==> src/rtl/muldiv4_seq.sv <==
// Iterative WIDTH-bit shift-add multiplier / restoring divider that shares one add/subtract chain.
// Define MULDIV4_DIV_EN to compile in the divide path, its error checks and the err flag.
module muldiv4_seq #(
  parameter int WIDTH = 4
) (
  input  logic                 clk,
  input  logic                 rst_n,
  input  logic                 start,
  input  logic                 op,
  input  logic [2*WIDTH-1:0]   a,
  input  logic [WIDTH-1:0]     b,
  output logic                 busy,
  output logic                 done,
  output logic [2*WIDTH-1:0]   result,
  output logic                 err,
  output logic [1:0]           dbgState
);

  localparam int CW = (WIDTH > 1) ? $clog2(WIDTH) : 1;

  // Handshake: start is sampled on a rising edge only while busy=0 (IDLE or DONE);
  // done is a one-cycle pulse and result/err hold until the next done.
  typedef enum logic [1:0] {
    IDLE = 2'd0,
    RUN  = 2'd1,
    DONE = 2'd2
  } state_t;

  state_t               state;
  logic [CW-1:0]        cnt;
  logic [2*WIDTH:0]     acc;
  logic [WIDTH-1:0]     bReg;

  logic [WIDTH:0]       addX;
  logic [WIDTH:0]       addY;
  logic                 addCin;
  logic [WIDTH+1:0]     addSum;
  logic [2*WIDTH:0]     accNext;
  logic [2*WIDTH-1:0]   finalResult;

  // Shared chain: plain add for multiply, x + ~y + 1 for the divide trial subtraction.
  assign addSum  = {1'b0, addX} + {1'b0, addY} + {{(WIDTH+1){1'b0}}, addCin};
  assign accNext = acc[0] ? ({addSum[WIDTH:0], acc[WIDTH-1:0]} >> 1) : (acc >> 1);

  assign dbgState = state;

`ifdef MULDIV4_DIV_EN
  logic                 opReg;
  logic                 errReg;
  logic [WIDTH-1:0]     rem;
  logic [WIDTH-1:0]     q;
  logic [WIDTH:0]       remShift;
  logic [WIDTH-1:0]     remNext;
  logic [WIDTH-1:0]     qNext;
  logic                 noBorrow;
  logic                 divZero;
  logic                 divOvf;

  // Remainder stays below the divisor, so the restored or reduced value always fits WIDTH bits.
  assign remShift = {rem, q[WIDTH-1]};
  assign noBorrow = addSum[WIDTH+1];
  assign remNext  = noBorrow ? addSum[WIDTH-1:0] : remShift[WIDTH-1:0];
  assign qNext    = {q[WIDTH-2:0], noBorrow};
  assign divZero  = (b == '0);
  assign divOvf   = (a[2*WIDTH-1:WIDTH] >= b);

  always_comb begin
    addX   = {1'b0, acc[2*WIDTH-1:WIDTH]};
    addY   = {1'b0, bReg};
    addCin = 1'b0;
    if (opReg) begin
      addX   = remShift;
      addY   = ~{1'b0, bReg};
      addCin = 1'b1;
    end
  end

  assign finalResult = opReg ? {remNext, qNext} : accNext[2*WIDTH-1:0];
  assign err         = errReg;
`else
  logic unusedInputs;

  assign unusedInputs = ^{op, a[2*WIDTH-1:WIDTH], addSum[WIDTH+1]};

  always_comb begin
    addX   = {1'b0, acc[2*WIDTH-1:WIDTH]};
    addY   = {1'b0, bReg};
    addCin = 1'b0;
  end

  assign finalResult = accNext[2*WIDTH-1:0];
  assign err         = 1'b0;
`endif

  always_ff @(posedge clk or negedge rst_n) begin
    if (!rst_n) begin
      state  <= IDLE;
      cnt    <= '0;
      acc    <= '0;
      bReg   <= '0;
      busy   <= 1'b0;
      done   <= 1'b0;
      result <= '0;
`ifdef MULDIV4_DIV_EN
      opReg  <= 1'b0;
      errReg <= 1'b0;
      rem    <= '0;
      q      <= '0;
`endif
    end else begin
      case (state)
        IDLE, DONE: begin
          done <= 1'b0;
          if (start) begin
            cnt  <= '0;
            bReg <= b;
            acc  <= {{(WIDTH+1){1'b0}}, a[WIDTH-1:0]};
`ifdef MULDIV4_DIV_EN
            opReg <= op;
            rem   <= a[2*WIDTH-1:WIDTH];
            q     <= a[WIDTH-1:0];
            // Errors are decided from the raw inputs and skip RUN entirely.
            if (op && (divZero || divOvf)) begin
              state  <= DONE;
              done   <= 1'b1;
              errReg <= 1'b1;
              result <= divZero ? {a[WIDTH-1:0], {WIDTH{1'b1}}} : {(2*WIDTH){1'b1}};
            end else begin
              state <= RUN;
              busy  <= 1'b1;
            end
`else
            state <= RUN;
            busy  <= 1'b1;
`endif
          end else begin
            state <= IDLE;
          end
        end
        RUN: begin
          acc <= accNext;
`ifdef MULDIV4_DIV_EN
          rem <= remNext;
          q   <= qNext;
`endif
          if (cnt == CW'(WIDTH-1)) begin
            state  <= DONE;
            busy   <= 1'b0;
            done   <= 1'b1;
            result <= finalResult;
`ifdef MULDIV4_DIV_EN
            errReg <= 1'b0;
`endif
          end else begin
            cnt <= cnt + CW'(1);
          end
        end
        default: state <= IDLE;
      endcase
    end
  end

endmodule

==> config.mk <==
export PLATFORM = sky130hd
export DESIGN_NAME = muldiv4_seq
export DESIGN_NICKNAME = d
export VERILOG_FILES = /design/src/rtl/muldiv4_seq.sv
export SDC_FILE = /design/constraint.sdc
export NUM_CORES = 1
export LEC_CHECK = 0
export CORE_ASPECT_RATIO = 0.9
export CORE_MARGIN = 2
export CORE_UTILIZATION = 50
export CTS_BUF_LIST = sky130_fd_sc_hd__clkbuf_4
export CTS_CLUSTER_SIZE = 12
export DETAILED_ROUTE_END_ITERATION = 7
export GPL_ROUTABILITY_DRIVEN = 0
export PLACE_DENSITY = 0.81
export SETUP_SLACK_MARGIN = 0.05
export SKIP_LAST_GASP = 1
export SLEW_MARGIN = 20
export SYNTH_ARGS = -nofsm -noshare
export SYNTH_HDL_FRONTEND = slang
export SYNTH_SLANG_ARGS = --single-unit
==> constraint.sdc <==
create_clock -name clk -period 2.4 [get_ports clk]
set_input_delay 0.36 -clock clk [delete_from_list [all_inputs] [get_ports clk]]
set_output_delay 0.36 -clock clk [all_outputs]
set_load 0.01 [all_outputs]
==> out/metrics.csv <==
metric,value,unit
outcome,"finished, final reports clean",
gr-total-overflow,0,
antenna_found_initial,0,
hold_path.class,in -> async,
r2r-end,result[7],
hpwl,1610,microns
drc,0,
postCtsHoldBufs,0,
utilization,65.1,%
final_hold_viol_count,0,
grt_pass1_vias,818,
root_buffer,clkbuf_4,
comb_power_share,49.3,%
port_buffers,22,
irDropWorstVdd,0.821,mV
post_drt_wl_per_cell,14.0,microns
grt_max_degree,27,
drt_iter0_drc,10,
ys_seq_area_share,55.4,%
setup_viol,0,
total_power,1.92,mW
crit_buf_inv,0,
synth_seq_cells,26,
drv_slew,0,
synthCells,102,
worst_path_dominant_cell_family,adder cells,
worstPathArrival,2.02,ns
reg2reg_depth,6,
drv_cap,0,
totalWireLength,2130,microns
final_area,1430,sq um
worstReg2RegStart,acc[4],
p_per_area,1340,nW/um^2
cts_setup_buffers,0,
layout_common_cells,"dfrtp_1 (26), clkdlybuf4s50_1 (22), nand2_1 (13)",
ff2ff_setup_slack,0.59,ns
cts_buffer_depth,2,
worstSetupStartpointType,flip-flop,
layout-drive-gt1-share,12.8,%
slew_headroom,62.9,%
crit_required,2.61,ns
rsz0062_at_grt,no,
fin_cells,152,
io_pins,29,
hold_ws,0.392,ns
switching_share,37.5,%
via_per_inst,5.47,
chipWidth,55.1,microns
synth_warnings,0,
cts_resized,0,
htreeDepth,1,
min_period,1.81,ns
die_h,50.0,microns
endpoint_kind,flip-flop,
area_delta_synth_final,22.2,%
grt_pass1_wl,3750,microns
ant_nets,0,
fin_skew,0.00336,ns
firstDrtPassIters,4,
worst_slew_pin_slew,0.557,ns
grt_use_total,19.1,%
period_share,75.4,%
cts_tree,built,
power.leakage,0.669,nW
core_area,2200,sq um
layout_commonest_cell,dfrtp_1,
power_frac_clock,9.2,%
p_int,1.20,mW
yosysUniqueCellTypes,28,
fin_tns_setup,0,ns
netlist_area,1170,sq um
path_cells,"ha_1, fa_1, a21o_1, a21oi_1, nor2_1, mux2_2",
critical_path_class,reg -> reg,
fin_ws,0.590,ns
syn-num-nets,124,
insertion_delay,0.31,ns
rows,16,
start_util,53.3,%
slowest_delay,0.42,ns
crit_slowest_cell,dfrtp_1,
place_area,1410,sq um
p_switching,0.721,mW
clkSinkCount,26,
fin_nets,149,
timing.fmax,0.552,GHz
vias,831,
dp_slack,0.510,ns
cts.clk_slew.worst_paths,0.13,ns
die-area,2750,sq um
cts_buffers,3,
placed_cells,149,
diodes,0,
p_seq_share,41.5,%
crit_fanout,3,
syn_avg_cell_area,11.5,sq um
## Yosys cell counts
master     number  area, sq um
dfrtp_1        26          651
nand2_1        13         48.8
mux2_2          8         90.1
nor2_1          8         30.0
o21ai_0         8         40.0
a21oi_1         6         30.0
ha_1            5         62.6
o22ai_1         3         18.8
a22o_1          2         17.5
inv_1           2         7.51
mux2i_1         2         20.0
nand2b_1        2         12.5
nand3_1         2         10.0
a21o_1          1         7.51
a2bb2oi_1       1         8.76
a32oi_1         1         8.76
and2_1          1         6.26
and2b_2         1         8.76
and3_1          1         6.26
buf_2           1         5.00
buf_4           1         7.51
buf_6           1         11.3
conb_1          1         3.75
fa_1            1         20.0
mux2_4          1         15.0
nand2_2         1         6.26
o221a_2         1         11.3
xnor2_1         1         8.76
## kinds of logic (layout without fill, tap and decap cells)
| kind of cell | after synthesis | count (layout) | share of synthesized area, % |
|---|---|---|---|
| xor+xnor | 1 | 1 | 0.746 |
| fa+ha+maj | 6 | 6 | 7.04 |
| compound gates | 23 | 23 | 12.2 |
| mux | 11 | 11 | 10.7 |
| flops | 26 | 26 | 55.4 |
| other cells | 1 | 1 | 0.320 |
| simple gates | 29 | 29 | 11.0 |
| buf+inv | 5 | 28 | 2.67 |
## cell type report
type	instances	area (sq um)
flip-flops and latches	26	651
fillers	176	768
clock buffers	3	22.5
inverters	2	7.51
multi-input cells	71	492
well taps	27	33.8
repair buffers	23	228
## flip-flops by register name, summed over array words and instances, names as in the netlist
name	cells
bReg	4
dbgState	2
result	8
busy	1
done	1
cnt	2
acc	8
## power by group through the flow
stage,Combinational (mW),Sequential (mW),Clock [mW]
6_report,0.947,0.798,0.177
5_1_grt,1.07,0.833,0.199
4_1_cts,0.958,0.800,0.180
3_5_place_dp,0.954,0.810,0
3_3_place_gp,0.912,0.795,0
2_1_floorplan,0.605,0.815,0
## worst max path at each step
stage	start	to	slack [ns]	cells past startpoint
global placement	start	acc[6]	0.55	5
global route	acc[4]	result[7]	0.46	6
floorplan	acc[4]	result[7]	0.69	6
CTS	acc[4]	result[7]	0.59	6
finish	acc[4]	result[7]	0.59	6
detailed placement	start	acc[6]	0.51	5
## routing by layer
layer,global-route usage [%],routed length [microns],share of wire [%]
met4,2.85,10,0.47
met2,29.8,1070,50
met5,0,0,0
met3,6.67,112,5.3
met1,26.2,935,44
(Power assumes the default switching activity.)
